<file path="src/rtl/vx_cta_dispatcher_pkg.sv">
// vx_cta_dispatcher_pkg: shared sizes, FSM state, grid coordinate type and thread-mask helper
package vx_cta_dispatcher_pkg;
  localparam int NUM_WARPS = 4;
  localparam int NUM_THREADS = 4;
  localparam int PERF_CTR_BITS = 44;
  localparam int INFL_BITS = 4;
  localparam int NW_WIDTH = (NUM_WARPS > 1) ? $clog2(NUM_WARPS) : 1;
  localparam int CTA_TW = $clog2(NUM_THREADS + 1);
  typedef enum logic [1:0] {IDLE, DISPATCH, DRAIN} cta_state_e;
  typedef struct packed {
    logic [31:0] x;
    logic [31:0] y;
    logic [31:0] z;
  } cta_coord_t;
  // Lane mask for a CTA of bt threads; 0 or oversize requests fill the whole warp.
  function automatic logic [NUM_THREADS-1:0] thread_mask(input logic [CTA_TW-1:0] bt);
    logic [CTA_TW-1:0] n;
    logic [NUM_THREADS-1:0] m;
    n = (bt == '0 || bt > CTA_TW'(NUM_THREADS)) ? CTA_TW'(NUM_THREADS) : bt;
    for (int i = 0; i < NUM_THREADS; i++) m[i] = i < int'(n);
    return m;
  endfunction
endpackage

</file>
<file path="src/rtl/vx_cta_dispatcher_prio_enc.sv">
// vx_cta_dispatcher_prio_enc: LSB-first priority encoder used to pick the lowest free warp
module vx_cta_dispatcher_prio_enc #(
  parameter int N = 4,
  parameter int W = (N > 1) ? $clog2(N) : 1
) (
  input  logic [N-1:0] data_i,
  output logic [W-1:0] index_o,
  output logic         valid_o
);
  // Scan from the top so the lowest set bit is the last one written.
  always_comb begin
    index_o = '0;
    for (int i = N - 1; i >= 0; i--) if (data_i[i]) index_o = W'(i);
  end
  assign valid_o = |data_i;
endmodule

</file>
<file path="src/rtl/vx_cta_dispatcher.sv">
// vx_cta_dispatcher: walks the CTA grid onto free warps and drives the scheduler CSR signal group
module vx_cta_dispatcher
  import vx_cta_dispatcher_pkg::*;
(
  input  logic                             clk_i,
  input  logic                             reset_n_i,
  input  logic                             start_i,
  input  logic [31:0]                      grid_x_i,
  input  logic [31:0]                      grid_y_i,
  input  logic [31:0]                      grid_z_i,
  input  logic [CTA_TW-1:0]                block_threads_i,
  input  logic                             warp_done_i,
  input  logic [NW_WIDTH-1:0]              warp_done_wid_i,
  input  logic                             issue_fire_i,
  input  logic [NW_WIDTH-1:0]              issue_wid_i,
  input  logic                             commit_fire_i,
  input  logic [NW_WIDTH-1:0]              commit_wid_i,
  input  logic                             csr_lock_i,
  input  logic [NW_WIDTH-1:0]              csr_lock_wid_i,
  input  logic [NW_WIDTH-1:0]              alm_empty_wid_i,
  input  logic [NW_WIDTH-1:0]              unlock_wid_i,
  input  logic                             unlock_warp_i,
  output logic [PERF_CTR_BITS-1:0]         cycles_o,
  output logic [NUM_WARPS-1:0]             active_warps_o,
  output logic [NUM_WARPS*NUM_THREADS-1:0] thread_masks_o,
  output logic [NUM_WARPS*32-1:0]          cta_x_o,
  output logic [NUM_WARPS*32-1:0]          cta_y_o,
  output logic [NUM_WARPS*32-1:0]          cta_z_o,
  output logic [NUM_WARPS*32-1:0]          cta_id_o,
  output logic                             alm_empty_o,
  output logic [NUM_WARPS-1:0]             locked_warps_o,
  output logic                             busy_o,
  output logic                             kernel_done_o
);
  cta_state_e               state_q;
  cta_coord_t               grid_q, cursor_q, cursor_d;
  logic [CTA_TW-1:0]        bt_q;
  logic [31:0]              next_id_q;
  logic [NUM_WARPS-1:0]     active_q, locked_q;
  logic [NUM_THREADS-1:0]   masks_q [NUM_WARPS];
  cta_coord_t               coord_q [NUM_WARPS];
  logic [31:0]              id_q [NUM_WARPS];
  logic [INFL_BITS-1:0]     infl_q [NUM_WARPS];
  logic                     kernel_done_q;
  logic [PERF_CTR_BITS-1:0] cycles_q;
  logic [NW_WIDTH-1:0]      free_idx;
  logic                     free_valid, last_x, last_y, last_z, done_ok;
  logic [NUM_WARPS-1:0]     inc_v, dec_v, lock_v, unlock_v, retire_v;

  vx_cta_dispatcher_prio_enc #(.N(NUM_WARPS), .W(NW_WIDTH)) u_free (
    .data_i  (~active_q),
    .index_o (free_idx),
    .valid_o (free_valid)
  );

  assign last_x   = cursor_q.x == grid_q.x - 32'd1;
  assign last_y   = cursor_q.y == grid_q.y - 32'd1;
  assign last_z   = cursor_q.z == grid_q.z - 32'd1;
  assign done_ok  = warp_done_i && active_q[warp_done_wid_i];
  assign inc_v    = issue_fire_i ? NUM_WARPS'(1) << issue_wid_i : '0;
  assign dec_v    = commit_fire_i ? NUM_WARPS'(1) << commit_wid_i : '0;
  assign lock_v   = csr_lock_i ? NUM_WARPS'(1) << csr_lock_wid_i : '0;
  assign unlock_v = unlock_warp_i ? NUM_WARPS'(1) << unlock_wid_i : '0;
  assign retire_v = done_ok ? NUM_WARPS'(1) << warp_done_wid_i : '0;

  // Grid cursor step: x fastest, carrying into y then z.
  always_comb begin
    cursor_d.x = last_x ? '0 : cursor_q.x + 32'd1;
    cursor_d.y = last_x ? (last_y ? '0 : cursor_q.y + 32'd1) : cursor_q.y;
    cursor_d.z = (last_x && last_y) ? cursor_q.z + 32'd1 : cursor_q.z;
  end

  // Kernel FSM with per-warp CTA assignment and retirement.
  always_ff @(posedge clk_i or negedge reset_n_i) begin
    if (!reset_n_i) begin
      state_q       <= IDLE;
      grid_q        <= '0;
      cursor_q      <= '0;
      bt_q          <= '0;
      next_id_q     <= '0;
      active_q      <= '0;
      kernel_done_q <= 1'b0;
      for (int w = 0; w < NUM_WARPS; w++) begin
        masks_q[w] <= '0;
        coord_q[w] <= '0;
        id_q[w]    <= '0;
      end
    end else begin
      assert (!warp_done_i || active_q[warp_done_wid_i]);
      kernel_done_q <= 1'b0;
      if (done_ok) begin
        active_q[warp_done_wid_i] <= 1'b0;
        masks_q[warp_done_wid_i]  <= '0;
      end
      case (state_q)
        IDLE: if (start_i) begin
          if (grid_x_i == '0 || grid_y_i == '0 || grid_z_i == '0) kernel_done_q <= 1'b1;
          else begin
            state_q   <= DISPATCH;
            grid_q    <= '{x: grid_x_i, y: grid_y_i, z: grid_z_i};
            bt_q      <= block_threads_i;
            cursor_q  <= '0;
            next_id_q <= '0;
          end
        end
        DISPATCH: if (free_valid) begin
          active_q[free_idx] <= 1'b1;
          masks_q[free_idx]  <= thread_mask(bt_q);
          coord_q[free_idx]  <= cursor_q;
          id_q[free_idx]     <= next_id_q;
          cursor_q           <= cursor_d;
          next_id_q          <= next_id_q + 32'd1;
          if (last_x && last_y && last_z) state_q <= DRAIN;
        end
        DRAIN: if (active_q == '0) begin
          kernel_done_q <= 1'b1;
          state_q       <= IDLE;
        end
        default: state_q <= IDLE;
      endcase
    end
  end

  // Per-warp in-flight counters; saturate instead of wrapping.
  always_ff @(posedge clk_i or negedge reset_n_i) begin
    if (!reset_n_i) for (int w = 0; w < NUM_WARPS; w++) infl_q[w] <= '0;
    else for (int w = 0; w < NUM_WARPS; w++) begin
      if (inc_v[w] && !dec_v[w]) begin
        assert (infl_q[w] != '1);
        if (infl_q[w] != '1) infl_q[w] <= infl_q[w] + 1'b1;
      end
      if (dec_v[w] && !inc_v[w]) begin
        assert (infl_q[w] != '0);
        if (infl_q[w] != '0) infl_q[w] <= infl_q[w] - 1'b1;
      end
    end
  end

  // CSR lock mask: unlock and retirement take precedence over a new lock.
  always_ff @(posedge clk_i or negedge reset_n_i) begin
    if (!reset_n_i) locked_q <= '0;
    else locked_q <= (locked_q | lock_v) & ~(unlock_v | retire_v);
  end

  // Free-running cycle counter.
  always_ff @(posedge clk_i or negedge reset_n_i) begin
    if (!reset_n_i) cycles_q <= '0;
    else cycles_q <= cycles_q + 1'b1;
  end

  // Flatten per-warp tables onto the CSR signal group.
  always_comb begin
    for (int w = 0; w < NUM_WARPS; w++) begin
      thread_masks_o[w*NUM_THREADS +: NUM_THREADS] = masks_q[w];
      cta_x_o[w*32 +: 32]  = coord_q[w].x;
      cta_y_o[w*32 +: 32]  = coord_q[w].y;
      cta_z_o[w*32 +: 32]  = coord_q[w].z;
      cta_id_o[w*32 +: 32] = id_q[w];
    end
  end

  assign cycles_o       = cycles_q;
  assign active_warps_o = active_q;
  assign locked_warps_o = locked_q;
  assign alm_empty_o    = infl_q[alm_empty_wid_i] == '0;
  assign busy_o         = state_q != IDLE;
  assign kernel_done_o  = kernel_done_q;
endmodule
</file>
<file path="config.mk">
export PLATFORM = sky130hd
export DESIGN_NAME = vx_cta_dispatcher
export DESIGN_NICKNAME = d
export VERILOG_FILES = /design/src/rtl/vx_cta_dispatcher_pkg.sv /design/src/rtl/vx_cta_dispatcher_prio_enc.sv /design/src/rtl/vx_cta_dispatcher.sv
export SDC_FILE = /design/constraint.sdc
export NUM_CORES = 2
export LEC_CHECK = 0
export BUFFER_PORTS_ARGS = -buffer_cell sky130_fd_sc_hd__buf_2
export CAP_MARGIN = 20
export CORE_MARGIN = 2
export CORE_UTILIZATION = 36
export DETAILED_ROUTE_END_ITERATION = 6
export GPL_ROUTABILITY_DRIVEN = 0
export PLACE_DENSITY = 0.63
export SYNTH_ARGS = -nofsm -noshare
export SYNTH_HDL_FRONTEND = slang
export SYNTH_HIERARCHICAL = 1
export SYNTH_SLANG_ARGS = --single-unit
</file>
<file path="constraint.sdc">
create_clock -name clk_i -period 4.5 [get_ports clk_i]
set_input_delay 0.225 -clock clk_i [delete_from_list [all_inputs] [get_ports clk_i]]
set_output_delay 0.225 -clock clk_i [all_outputs]
set_load 0.005 [all_outputs]
</file>
# --- Word level (Yosys, flattened, before mapping) ---
# Index checks and enable logic that the tools add are counted.
classes:
  n_lt_le_gt_ge: 14
  bitwise: 14
  reduce_logical: 46
  eq_ne: 16
  shift: 5
  n_addsub: 16
  mux: 74
ops:
  columns: ["operator", "count"]
  rows:
  - ["bitwise mux 384 bit", 1]
  - ["2-to-1 mux 96 bit", 4]
  - ["2-to-1 mux 32 bit", 8]
  - ["demux 96 bit (select 2 bit)", 1]
  - ["case mux 96 bit (2 select lines)", 1]
  - ["adder 32 x 1 -> 32 bit, second input constant", 4]
  - ["bitwise mux 128 bit", 1]
  - ["2-to-1 mux 4 bit", 28]
  - ["equality test 32 bit", 3]
  - ["zero test 32 bit", 3]
  - ["subtractor 32 x 1 -> 32 bit, second input constant", 3]
  - ["demux 32 bit (select 2 bit)", 1]
  - ["case mux 32 bit (2 select lines)", 1]
  - ["2-to-1 mux 16 bit", 3]
  - ["adder 44 x 1 -> 44 bit, second input constant", 1]
  - ["left shift 1 x 2 -> 4 bit, first input constant", 5]
  - ["2-to-1 mux 2 bit", 9]
  - ["adder 4 x 1 -> 4 bit, second input constant", 4]
  - ["AND 16 bit", 1]
  - ["bitwise mux 16 bit", 1]
  - ["demux 4 bit (select 2 bit)", 2]
  - ["inequality test 4 bit, second input constant", 4]
  - ["inverter 16 bit", 1]
  - ["nonzero test 4 bit", 4]
  - ["35 further kinds", 91]
word_totals:
  elab_cells: 222
  reg_bits: 826
  in_bits: 119
  out_inout_bits: 583

# --- Logic depth before layout (Yosys ltp) ---
logic_depth:
  depth_word: 13
  mapped_depth: 14
  mapped_depth_nobuf: 11

# --- Hierarchy ---
# The synthesis kept the hierarchy.
by_module_without_submodules:
  columns: ["module", "cells_per_inst", "instances", "area_per_inst_um2", "seq_area_each_um2"]
  rows:
  - ["vx_cta_dispatcher", 3381, 1, 38025.2, 20669.8]
  - ["vx_cta_dispatcher_prio_enc", 7, 1, 35.0, 0.0]

# --- Worst setup path after synthesis ---
# Ideal clock, no wire load.
synth_path:
  path_type: "register to register"
  from: "register grid_q[57] (netlist bit)"
  to: "register cursor_q[22] (netlist bit)"
  setup_ns: 0.128
  period_less_slack_ns: 3.625
  path_buffers: 1
  path_stages_with_launch: 11
  arrival_ns: 3.498
  path_slack_ns: 0.875
  required_ns: 4.372
  path_cell_list: "dfrtp_1 or4_4 or4_4 a2111oi_4 o22ai_1 a2111o_1 nor4_4 nor2_2 buf_2 nor4_2 mux2_1"
synth_via:
  elab_chain_len: 5
synth_rtl:
  columns: ["item", "line_no", "source"]
  rows:
  - ["from (decl)", "vx_cta_dispatcher.sv:36", "cta_coord_t grid_q, cursor_q, cursor_d;"]
  - ["from (signal assigned)", "vx_cta_dispatcher.sv:100", "grid_q <= '{x: grid_x_i, y: grid_y_i, z: grid_z_i};"]
  - ["subtractor 32 x 1 -> 32 bit", "vx_cta_dispatcher.sv:57", "assign last_y = cursor_q.y == grid_q.y - 32'd1;"]
  - ["equality test 32 bit", "vx_cta_dispatcher.sv:57", null]
  - ["logical AND 1 bit", "vx_cta_dispatcher.sv:70", "cursor_d.z = (last_x && last_y) ? cursor_q.z + 32'd1 : cursor_q.z;"]
  - ["inequality test 2 bit (no source line)", null, null]
  - ["AND reduction 5 bit (no source line)", null, null]
  - ["to (signal assigned)", "vx_cta_dispatcher.sv:111", "cursor_q <= cursor_d;"]
  - ["to (decl)", "vx_cta_dispatcher.sv:36", null]
# No other way between the ends.
# A chain may end at the register's enable or synchronous reset.

# --- Worst setup path in the final report ---
layout_path:
  from: "register grid_q[43] (netlist bit)"
  to: "register state_q[1]"
layout_via:
  elab_chain_len: 6
layout_rtl:
  columns: ["item", "line_no", "source"]
  rows:
  - ["subtractor 32 x 1 -> 32 bit", "vx_cta_dispatcher.sv:57", null]
  - ["equality test 32 bit", "vx_cta_dispatcher.sv:57", null]
  - ["logical AND 1 bit (2 in series)", "vx_cta_dispatcher.sv:113", "if (last_x && last_y && last_z) state_q <= DRAIN;"]
  - ["inequality test 2 bit (no source line)", null, null]
  - ["AND reduction 5 bit (no source line)", null, null]
  - ["to (signal assigned)", "vx_cta_dispatcher.sv:113", null]
  - ["to (signal assigned)", "vx_cta_dispatcher.sv:117", "state_q <= IDLE;"]
  - ["to (signal assigned)", "vx_cta_dispatcher.sv:119", "default: state_q <= IDLE;"]
  - ["to (decl)", "vx_cta_dispatcher.sv:35", "cta_state_e state_q;"]
# No other way between the ends.

==> out/qor.yml <==
routedWlPerCell_um: 21.5
post-cts-setup-buffer-count: 0
cpMostUsedCell: "or4_4"
die_area_um2: 108000
rows: 119
final_cells: 5591
port_buffers: 701
critical_path_buf_inv_count: 0
power_density_nw_per_um2: 479
cp-end-kind: "register"
rr_worst_depth: 9
drv_cap: 0
r2r-end: "state_q[1]$_DFFE_PN0P_"
top_layer: "met5"
clock_path_buffers: 3
maxSlewViolCount: 0
grt_usage: 0.215
cts-root-buf: "clkbuf_16"
p_leak_nw: 22.5
synthArstFlopShare: 1.00
layout.nets: 4256
dr.pass1.iters: 5
cts_sinks: 826
hold_viol_final: 0
drt_iter0_markers: 2170
worstMarginPinSlew_ps: 1020
period_share: 0.944
slew-limit-headroom: 0.322
reg2reg_setup_slack_ps: 250
reg2reg_from: "grid_q[43]$_DFFE_PN0P_"
syn-cell-area_um2: 38100
place_inst: 5302
rsz0062_at_grt: "no"
path_max_fanout: 9
ys_types: 87
fmax_mhz: 235
timing.final.ws_setup_ps: 250
p_comb_frac: 0.274
cp_slowest_cell: "nor4b_1"
power.switching_mw: 7.56
yosysSeqAreaShare: 0.543
peakVddDrop_mv: 0.656
critPathLaunchType: "register"
clockPowerShare: 0.338
grt_pass1_wl_um: 180000
arrival_ps: 4860
die_h_um: 329
max_stage_delay_ps: 740
grt_max_degree: 145
place_ws_ps: 70.1
min_period_ps: 4250
grt_antenna_before_repair: 17
ys_ff_latch: 826
syn_nets: 3524
dr_wl_met2_um: 58100
path_delay_family: "simple AND/OR/NAND/NOR gates"
seqPwrFrac: 0.388
grt_overflow_total: 0
cts-buffers-inserted: 91
core_area_um2: 105000
syn_inst: 3388
path_clk_slew_ps: 70
synthFlopType: "dfrtp_1"
place_hpwl_um: 85000
finalSetupViolCount: 0
synth-warning-count: 6
htreeDepth: 3
grt_pass1_vias: 28900
critPathKind: "register to register"
drtAntennaViolNets: 0
drive_gt1_frac: 0.350
wl_met1_um: 50500
min_to: "infl_q[5]$_DFF_PN0_"
hold_class: "input pin to register"
hold_path_startpoint: "issue_wid_i[1]"
internal-power_mw: 15.1
dieWidth_um: 329
synth_enable_flop_cells: 0
clk_latency_ps: 670
viasPerCell: 5.32
start_util: 0.362
ios: 702
whs_path_depth: 5
swShare: 0.333
status: "finished clean"
vias: 29700
areaGrowthSynthToFinish_pct: 24.4
fin_skew_ps: 34.8
drt-total-wl_um: 120000
worst-endpoint-required_ps: 5110
routed-wl-met3_um: 8080
drcViolationCount: 0
cp_cell_sequence: "or4_4, or4_4, or2_0, o41ai_1, o21ai_0, nor4bb_1, nand3_1, nor4b_1, a21o_1"
tns_ps: 0
holdWs_ps: 93.3
syn_avg_cell_area_um2: 11.2
cts_tree: "done"
-- power groups by stage --
stage | registers (mW) | logic, mW | clock network [mW]
after detailed placement | 8.91 | 6.21 | 0
after CTS | 8.79 | 6.33 | 7.86
final | 8.80 | 6.22 | 7.67
after global routing | 8.89 | 6.78 | 8.17
after floorplan | 8.74 | 3.74 | 0
after global placement | 8.88 | 6.15 | 0
-- Yosys cell counts, drive strengths merged (5+ instances only) --
cell | count | area share
xor2 | 87 | 0.020
nand2 | 285 | 0.028
o211ai | 8 | 0.0016
a31oi | 22 | 0.0036
nor4 | 99 | 0.018
inv | 78 | 0.0077
nand4 | 58 | 0.0095
o21ai | 224 | 0.029
nor2b | 13 | 0.0021
nand3b | 10 | 0.0020
o31a | 17 | 0.0039
mux2 | 492 | 0.15
ha | 17 | 0.0056
or4 | 34 | 0.0071
and4 | 18 | 0.0041
a211oi | 19 | 0.0037
nor3 | 68 | 0.0092
dfrtp | 826 | 0.54
o22ai | 21 | 0.0035
o311ai | 5 | 0.0012
o31ai | 27 | 0.0053
o2111ai | 6 | 0.0014
a21o | 12 | 0.0024
a22o | 12 | 0.0028
mux2i | 14 | 0.0037
or3 | 26 | 0.0043
and3 | 35 | 0.0058
o41ai | 12 | 0.0028
a21oi | 57 | 0.0076
xnor2 | 106 | 0.024
and2 | 16 | 0.0026
o21a | 13 | 0.0026
a41oi | 5 | 0.0012
clkbuf | 210 | 0.021
nor4b | 6 | 0.0015
nand4b | 9 | 0.0021
nor3b | 12 | 0.0024
or2 | 16 | 0.0026
nand3 | 138 | 0.018
o21ba | 13 | 0.0034
nand2b | 18 | 0.0030
buf | 26 | 0.0033
nor2 | 149 | 0.015
-- stage by stage --
stage,instance area [um2],power (mW),utilization
after global placement,43100,15.0,0.410
after floorplan,38100,12.5,-
after CTS,47300,23.0,0.450
after global routing,47400,23.8,0.451
final,47400,22.7,0.451
after detailed placement,43100,15.1,0.410
-- layer usage --
metal	global-route usage	vias to the layer above
met2	0.354	943
met4	0.0715	16
li1	-	13700
met3	0.0485	200
met5	0	-
met1	0.280	14900
-- worst min-delay path, cell delays in order --
cell	delay, ps
buf_2	110
nand3_1	80
nor2_1	70
nand2_1	120
a31oi_1	90
-- worst max-delay path by stage --
stage                     cells after the start  slack [ps]                  endpoint                    from
after CTS                                     9          30  cursor_q[40]$_DFFE_PN0P_  grid_q[37]$_DFFE_PN0P_
final                                         9         250    state_q[1]$_DFFE_PN0P_  grid_q[43]$_DFFE_PN0P_
after global placement                        9          90  cursor_q[40]$_DFFE_PN0P_  grid_q[37]$_DFFE_PN0P_
after detailed placement                      9          70  cursor_q[50]$_DFFE_PN0P_  grid_q[37]$_DFFE_PN0P_
after floorplan                              10         870  cursor_q[22]$_DFFE_PN0P_  grid_q[57]$_DFFE_PN0P_
after global routing                          9          60    state_q[0]$_DFFE_PN0P_  grid_q[34]$_DFFE_PN0P_
-- registers in the layout (all words and copies together) (netlist names), 2 cells and up --
signal / flops
active_warps_o: 4
bt_q: 3
cta_id_o: 128
cta_x_o: 128
cta_y_o: 128
cta_z_o: 128
cursor_q: 96
cycles_o: 44
grid_q: 96
infl_q: 16
locked_warps_o: 4
next_id_q: 32
state_q: 2
thread_masks_o: 16
-- repair_timing --
action	in CTS	in global routing
endpoints found under the hold margin	183	0
hold buffers	114	0
setup endpoints to repair	0	37
gates resized for setup	0	2
-- cells in the final DEF, fill, tap and decap left out, drive strengths merged, types with 16 or more instances in the layout --
cell type / count
a211oi: 19
a21oi: 57
a31oi: 22
and2: 16
and3: 35
and4: 18
buf: 759
clkbuf: 124
clkinv: 27
dfrtp: 826
dlygate4sd3: 114
ha: 17
inv: 85
mux2: 492
nand2: 285
nand2b: 18
nand3: 138
nand4: 58
nor2: 150
nor3: 68
nor4: 99
o21ai: 224
o22ai: 21
o31a: 17
o31ai: 27
or2: 16
or3: 26
or4: 34
xnor2: 106
xor2: 87
-- kinds of logic (layout without fill, tap and decap cells) --
kind of cell | count (synthesis) | after routing | synth area share
mux | 506 | 506 | 0.149
buf+inv | 315 | 1120 | 0.0318
other cells | 0 | 5 | 0
compound gates | 510 | 511 | 0.0854
simple gates | 1021 | 1022 | 0.141
flops | 826 | 826 | 0.543
fa+ha+maj | 17 | 17 | 0.00559
xor+xnor | 193 | 193 | 0.0444
-- layout make-up --
| type | count | area, um2 |
|---|---|---|
| clock buffers | 124 | 2650 |
| repair buffers | 873 | 5300 |
| diodes | 5 | 12.5 |
| clock inverters | 44 | 423 |
| inverters | 79 | 297 |
| fillers | 9827 | 57800 |
| well taps | 1391 | 1740 |
| flip-flops and latches | 826 | 20700 |
| multi-input cells | 2249 | 16300 |
(Power assumes the default switching activity.)
